## src/rtl/tanh_share_arb.sv

```systemverilog
// Round-robin sharing of one tanhPWL unit between N_REQ requesters.
// A LAT-deep tag pipe routes each unit result back to its owner's result register.
module tanh_share_arb #(
    parameter int N_REQ = 4,
    parameter int DW    = 16,
    parameter int LAT   = 1
) (
    input  logic                clk,
    input  logic                rst,
    input  logic [N_REQ-1:0]    req_valid,
    input  logic [N_REQ*DW-1:0] req_x,
    output logic [N_REQ-1:0]    req_ready,
    output logic [N_REQ-1:0]    rsp_valid,
    output logic [N_REQ*DW-1:0] rsp_y,
    input  logic [N_REQ-1:0]    rsp_ready,
    output logic [DW-1:0]       tanh_x,
    input  logic [DW-1:0]       tanh_y,
    output logic                busy
);

    localparam int IDW = (N_REQ > 1) ? $clog2(N_REQ) : 1;

    logic [IDW-1:0]   ptr;
    logic [N_REQ-1:0] slot_busy;
    logic [N_REQ-1:0] eligible;
    logic [N_REQ-1:0] grant;
    logic [N_REQ-1:0] rsp_hs;
    logic [N_REQ-1:0] land;
    logic [IDW:0]     pick;
    logic             any_grant;
    logic [IDW-1:0]   grant_id;
    logic [IDW-1:0]   ptr_nxt;

    logic [LAT-1:0]   tag_vld_p;
    logic [IDW-1:0]   tag_id_p [LAT];

    // First eligible lane at or above start, wrapping; MSB of the result flags a find.
    function automatic logic [IDW:0] rr_pick(input logic [N_REQ-1:0] elig,
                                             input logic [IDW-1:0]   start);
        logic [IDW:0] res;
        int           idx;
        res = '0;
        for (int off = 0; off < N_REQ; off++) begin
            idx = int'(start) + off;
            if (idx >= N_REQ) idx = idx - N_REQ;
            if (!res[IDW] && elig[idx]) res = {1'b1, IDW'(idx)};
        end
        return res;
    endfunction

    assign rsp_hs = rsp_valid & rsp_ready;

    // Eligibility is forced to zero while reset is held so nothing is granted.
    assign eligible  = rst ? (req_valid & (~slot_busy | rsp_hs)) : '0;
    assign pick      = rr_pick(eligible, ptr);
    assign any_grant = pick[IDW];
    assign grant_id  = pick[IDW-1:0];
    assign ptr_nxt   = (grant_id == IDW'(N_REQ - 1)) ? '0 : grant_id + IDW'(1);

    always_comb begin
        grant = '0;
        if (any_grant) grant[grant_id] = 1'b1;
    end

    assign req_ready = grant;
    assign tanh_x    = any_grant ? req_x[grant_id*DW +: DW] : '0;
    assign busy      = |slot_busy;

    always_comb begin
        land = '0;
        for (int i = 0; i < N_REQ; i++) begin
            land[i] = tag_vld_p[LAT-1] && (tag_id_p[LAT-1] == IDW'(i));
        end
    end

    // Issue stage: grant decision and tag pipe entry
    always_ff @(posedge clk) begin
        if (!rst) begin
            ptr       <= '0;
            slot_busy <= '0;
            tag_vld_p <= '0;
            for (int s = 0; s < LAT; s++) tag_id_p[s] <= '0;
        end else begin
            if (any_grant) ptr <= ptr_nxt;
            slot_busy    <= (slot_busy & ~rsp_hs) | grant;
            tag_vld_p[0] <= any_grant;
            tag_id_p[0]  <= grant_id;
            for (int s = 1; s < LAT; s++) begin
                tag_vld_p[s] <= tag_vld_p[s-1];
                tag_id_p[s]  <= tag_id_p[s-1];
            end
        end
    end

    // Return stage: capture unit result into the owner's result register
    always_ff @(posedge clk) begin
        if (!rst) begin
            rsp_valid <= '0;
            rsp_y     <= '0;
        end else begin
            rsp_valid <= (rsp_valid & ~rsp_hs) | land;
            for (int i = 0; i < N_REQ; i++) begin
                if (land[i]) rsp_y[i*DW +: DW] <= tanh_y;
            end
        end
    end

    a_grant_onehot: assert property (@(posedge clk) disable iff (!rst) $onehot0(grant));
    a_grant_valid:  assert property (@(posedge clk) disable iff (!rst) (grant & ~req_valid) == '0);
    // A landing result must never overwrite one that is still held.
    a_no_clobber:   assert property (@(posedge clk) disable iff (!rst)
                                     (land & rsp_valid & ~rsp_hs) == '0);

endmodule

```

## config.mk

```make
export PLATFORM = sky130hd
export DESIGN_NAME = tanh_share_arb
export DESIGN_NICKNAME = d
export VERILOG_FILES = /design/src/rtl/tanh_share_arb.sv
export SDC_FILE = /design/constraint.sdc
export NUM_CORES = 1
export LEC_CHECK = 0
export ABC_AREA = 0
export CORE_MARGIN = 4
export CORE_UTILIZATION = 42
export CTS_BUF_LIST = sky130_fd_sc_hd__clkbuf_4 sky130_fd_sc_hd__clkbuf_8
export DETAILED_ROUTE_END_ITERATION = 7
export MAX_ROUTING_LAYER = met4
export PLACE_DENSITY = 0.87
export SETUP_SLACK_MARGIN = 0.3
export SYNTH_ARGS = -nofsm -noshare
export SYNTH_HDL_FRONTEND = slang
export SYNTH_SLANG_ARGS = --single-unit
```

## constraint.sdc

```tcl
create_clock -name clk -period 2.9 [get_ports clk]
set_input_delay 0.29 -clock clk [delete_from_list [all_inputs] [get_ports clk]]
set_output_delay 0.29 -clock clk [all_outputs]
set_load 0.02 [all_outputs]
```

-- Yosys cells after proc, flatten, opt, wreduce, memory -nomap -nowiden
Memories as Yosys holds them, arrays and structs flattened.
Index checks and enable logic that the tools add are counted.
- bits in writable memories: 2
- input bits: 90
- memories: 1
- register bits: 75
- output and inout bits: 89
- word-level logic and storage cells: 85
- bitwise operators: 9
- order comparisons: 10
- shifts and indexed selects: 1
- mux-type cells: 30
- reductions and logical operators: 14
- equality and inequality tests: 4
- add/subtract/negate cells: 8
- memory list (name ; words ; bits a word ; read ports ; clocked after Yosys merged registers in ; write ports ; line ; source):
    tag_id_p ; 1 ; 2 ; 1 ; 0 ; 1 ; 35 ; logic [IDW-1:0] tag_id_p [LAT];
- operator list (operator ; number):
    < comparator 32 x 4 -> 1 bit (second input constant) ; 4
    2-to-1 mux 32 bit ; 4
    indexed part select 64 x 7 -> 16 bit ; 1
    AND 4 bit ; 4
    2-to-1 mux 16 bit ; 1
    2-to-1 mux 1 bit ; 12
    2-to-1 mux 3 bit ; 4
    OR 4 bit ; 3
    subtractor 3 x 3 -> 4 bit (second input constant) ; 3
    greater-or-equal comparator 3 bit (second input constant) ; 3
    binary-select mux 1 bit (select 2 bit) ; 4
    logical AND 1 bit ; 8
    2-to-1 mux 4 bit ; 2
    NOT 4 bit ; 2
    adder 2 x 2 -> 3 bit (second input constant) ; 2
    equality test 2 bit (second input constant) ; 3
    2-to-1 mux 2 bit ; 2
    OR reduction 4 bit ; 1
    subtractor 2 x 3 -> 4 bit (second input constant) ; 1
    adder 2 x 1 -> 3 bit (second input constant) ; 1
    greater-or-equal comparator 2 x 3 -> 1 bit (second input constant) ; 1
    zero test 1 bit ; 3
    < comparator 2 x 3 -> 1 bit (second input constant) ; 1
    adder 2 x 1 -> 2 bit (second input constant) ; 1
    other kinds (5) ; 5

-- Depth between registers and ports, before layout
- word-level depth: 23
- gate-level depth with buffers: 10
- gate-level depth less buffers: 8

-- Worst setup path before layout
No wires, ideal clock.
- path type: reg2out
- start point: reg rsp_valid[2]
- end point: out req_ready[3]
- slack: 712 ps
- data required time: 2610 ps
- arrival: 1898 ps
- stages on the path, launching flop included: 9
- path buffers: 1
- path through: dfxtp_1 > a21boi_1 > nor2_1 > a21boi_1 > o22ai_1 > buf_6 > inv_1 > ha_1 > and2_4
- word-level cells in the longest chain between the ends: 22
- elaborated cells on any way between the ends: 32
- those cells by class: order compare: 2; mux: 20; bitwise: 3; reduce/logical: 7
- ends and longest elaborated chain (item ; line ; source):
    start, declared ; 13 ; output logic [N_REQ-1:0] rsp_valid,
    start signal, assigned ; 101 ; rsp_valid <= (rsp_valid & ~rsp_hs) | land;
    AND 4 bit * ; 51 ; assign rsp_hs = rsp_valid & rsp_ready;
    OR 4 bit * ; 54 ; assign eligible = rst ? (req_valid & (~slot_busy | rsp_hs)) : '0;
    AND 4 bit * ; 54 ;
    2-to-1 mux 4 bit * ; 54 ;
    binary-select mux 1 bit (select 2 bit) ; 46 ; if (!res[IDW] && elig[idx]) res = {1'b1, IDW'(idx)};
    2-to-1 mux 1 bit (not written as such) (2 in a row) ; 46 ;
    2-to-1 mux 3 bit ; 46 ;
    zero test 1 bit ; 46 ;
    (+6 left out) ; -- ;
    logical AND 1 bit ; 46 ;
    2-to-1 mux 3 bit * ; 46 ;
    net pick[1] ; 29 ; logic [IDW:0] pick;
    < comparator 2 x 3 -> 1 bit (not written as such) / greater-or-equal comparator 2 x 1 -> 1 bit (equally long branches) ; 62 ; if (any_grant) grant[grant_id] = 1'b1;
    logical AND 1 bit (not written as such) ; 62 ;
    2-to-1 mux 1 bit (not written as such) ; 62 ;
    demux 1 bit (select 2 bit) * ; 62 ;
    2-to-1 mux 4 bit * ; 62 ;
    end, declared ; 12 ; output logic [N_REQ-1:0] req_ready,
The timed path passes the listed nets; every way through them passes the cells marked *. The select of a mux whose other input is x is not followed.

-- Final worst setup path
- start point: reg slot_busy[2]
- end point: out tanh_x[2]
- word-level cells in the longest chain between the ends: 19
- elaborated cells on any way between the ends: 28
- those cells by class: shift: 1; mux: 18; bitwise: 3; reduce/logical: 6
- ends and longest elaborated chain (item ; line ; source):
    start, declared ; 24 ; logic [N_REQ-1:0] slot_busy;
    start signal, assigned ; 85 ; slot_busy <= (slot_busy & ~rsp_hs) | grant;
    NOT 4 bit * ; 54 ;
    OR 4 bit * ; 54 ;
    AND 4 bit * ; 54 ;
    2-to-1 mux 4 bit * ; 54 ;
    binary-select mux 1 bit (select 2 bit) ; 46 ;
    2-to-1 mux 1 bit (not written as such) (2 in a row) ; 46 ;
    2-to-1 mux 3 bit ; 46 ;
    zero test 1 bit ; 46 ;
    (+2 left out) ; -- ;
    zero test 1 bit ; 46 ;
    logical AND 1 bit ; 46 ;
    2-to-1 mux 3 bit ; 46 ;
    zero test 1 bit ; 46 ;
    logical AND 1 bit ; 46 ;
    2-to-1 mux 3 bit * ; 46 ;
    indexed part select 64 x 7 -> 16 bit ; 66 ; assign tanh_x = any_grant ? req_x[grant_id*DW +: DW] : '0;
    2-to-1 mux 16 bit * ; 66 ;
    end, declared ; 16 ; output logic [DW-1:0] tanh_x,
Mark *: on every way between the ends. The rest lies on a longest branch, timed or not. The select of a mux whose other input is x is not followed.

==> flow_summary.ini <==
[cts]
cts_root_buf = clkbuf_8
clk_pin_slew_worst_paths_ps = 80
postCtsHoldBufs = 0
clk_latency_ps = 350
clockBufferDepth = 2
h-tree-depth = 3
cts_sinks = 77
cts_tree = done
cts_made_buffers = 9

[global_routing]
grt_use_total_pct = 23.8
grt.overflow.total = 0
grt_max_degree = 41
antenna_found_initial = 0
grt_first_pass_wirelength_um = 18200
grt_pass1_vias = 3725

[cells_and_area]
areaGrowthSynthToFinish_pct = 61.6
final_core_util_pct = 70.4
mostFrequentLayoutCell = clkdlybuf4s50_1
final_cell_area_um2 = 5840
nets = 695
antennaDiodeCount = 0
layout.cells.non_filler = 711
final_layout_size_suffix_gt1_share_pct = 14.2
final_cell_mix = clkdlybuf4s50_1 (155), nand2_1 (134), dfxtp_1 (74), a21boi_0 (59), mux2i_1 (30)

[logic_synthesis]
yosysTopAreaCell = dfxtp_1
synthFlopType = dfxtp_1
syn-mean-instance-area_um2 = 8.70
synth_top_area_share_pct = 42.6
seq_area_frac_synth_pct = 42.6
yosysWarnings = 0
synth-edff-count = 0
synth_cell_types = 43
netlist_area_um2 = 3620
syn_nets = 510
ys_ff_latch = 77
synth_area_leaders = dfxtp_1 (43%), nand2_1 (14%), a21boi_0 (12%)
async_flop_share_pct = 0
synthCells = 416

[power]
peakVddDrop_mv = 0.287
total_power_mw = 3.34
p_leak_nw = 2.35
p_per_area_nw_per_um2 = 572

[floorplanning]
die_area_um2 = 10200
die_w_um = 101
die_h_um = 101
rows = 33
start_util_pct = 43.6
core_um2 = 8300
io_pins = 179

[sta]
worst_slack_ps = 324
hold_violations = 0
final-setup-viol-count = 0
fin_crit_ps = 2580
period_share_pct = 88.8
timing.slew.headroom_pct = 34.7
rsz0062_at_grt = true
tightest_slew_ps = 975
setup-tns-final_ps = 0
max_freq_mhz = 388
clock_skew_ps = 8.59
slew_violations = 0
holdWs_ps = 276

[drt]
antenna_left = 0
drtPass1Iterations = 4
wl_per_cell_um = 17.3
dr_total_vias = 3732
wl_um = 12300
route.detailed.drc = 0
vias_per_cell = 5.25
drtIter0Drc = 174

[worst_setup_path]
crit_family = buffers and inverters
critPathMaxStageDelay_ps = 350
end_kind = output pin
cp_slowest_cell = dfxtp_2
path_max_fanout = 6
crit_chain = a21bo_4, a211oi_2, buf_4, o221ai_4, buf_12, clkbuf_16, buf_6, mux2i_1, o22ai_1, buf_4
r2r-start = ptr[0]$_SDFFE_PN0P_
cpMostUsedCell = buf_4
worstReg2RegEnd = slot_busy[3]$_SDFF_PN0_
required_ps = 2610
worst-setup-path-type = flop to output pin
crit_cells = 10
reg2reg_slack_ps = 800
cp_num_buf_inv = 5
worstRegToRegCells = 10
startpoint_type = flop
cp.arrival_ps = 2290

[min_path]
hold_path_class = input pin to flop
min_from = rst
worstHoldEndpoint = slot_busy[1]$_SDFF_PN0_
hold-path-cell-count = 2

[place]
port_buffers = 178
dp_hpwl_um = 9160
postPlaceCellArea_um2 = 5500
dp_slack_ps = -47.0
gp_congestion = 0.894
placed_cells = 685

[job]
cap_violations = 0

[outcome]
outcome = finished, final reports clean
## sequential cells by signal (all words and copies together) (netlist names)
register and flops:
rsp_y 64, rsp_valid 4, slot_busy 4, ptr 2, tag_id_p 2, tag_vld_p 1
## layer usage
layer	GRT usage (%)	wire, µm	vias to the layer above
met5	-	0	-
met4	12.8	641	0
met3	5.26	1000	33
met2	39.3	5990	173
met1	26.7	4670	1743
li1	-	-	1783
## cells in the mapped netlist (2+ instances only)
library cell,n
nand2b_1,3
and2_4,4
inv_1,2
and3b_1,2
nor2_1,5
a21boi_2,2
and3_1,2
a21boi_1,12
nor3_1,2
o21a_1,4
a21boi_0,59
dfxtp_1,77
o2bb2ai_1,2
a21bo_2,2
o22ai_1,17
clkbuf_1,21
inv_2,2
mux2i_1,33
buf_6,4
nand2_1,134
buf_8,2
ha_1,4
## where the power goes
part	leakage [nW]	internal [mW]	switching, mW	total, mW
logic	1.60	0.554	0.567	1.12
clock network	0.124	0.608	0.396	1.00
registers	0.630	1.15	0.0671	1.22
total	2.35	2.31	1.03	3.34
## how the worst max path moves through the flow
stage	slack [ps]	endpoint	from
after global routing	240	tanh_x[15]	slot_busy[2]$_SDFF_PN0_
final	320	tanh_x[2]	slot_busy[2]$_SDFF_PN0_
after floorplan	710	req_ready[3]	rsp_valid[2]$_SDFF_PN0_
after global placement	20	req_ready[1]	rsp_ready[2]
after CTS	250	req_ready[2]	rsp_ready[2]
after detailed placement	-50	tanh_x[5]	rsp_ready[2]
## what timing repair did
item,in CTS,in global routing
setup endpoints to repair,20,20
endpoints found under the hold margin,0,0
buffers inserted,0,6
cloned,0,4
pin swaps,0,5
resized for setup,47,42
## cells by family after synthesis
logic type,count (synthesis),share of synthesized area [%]
AOI/OAI and AO/OA,105,22.0
adders and majority gates,4,1.38
buffers and inverters,33,5.36
DFF,77,42.6
muxes,33,9.13
and+or+nand+nor,164,19.5
## layout make-up
cell class / count / area [µm²]
multi-input cells: 306 / 1920
repair buffers: 203 / 1980
flip-flops and latches: 77 / 1550
fillers: 621 / 2450
inverters: 4 / 15.0
clock buffers: 11 / 145
clock inverters: 5 / 106
well taps: 105 / 131
(Power assumes the default switching activity.)
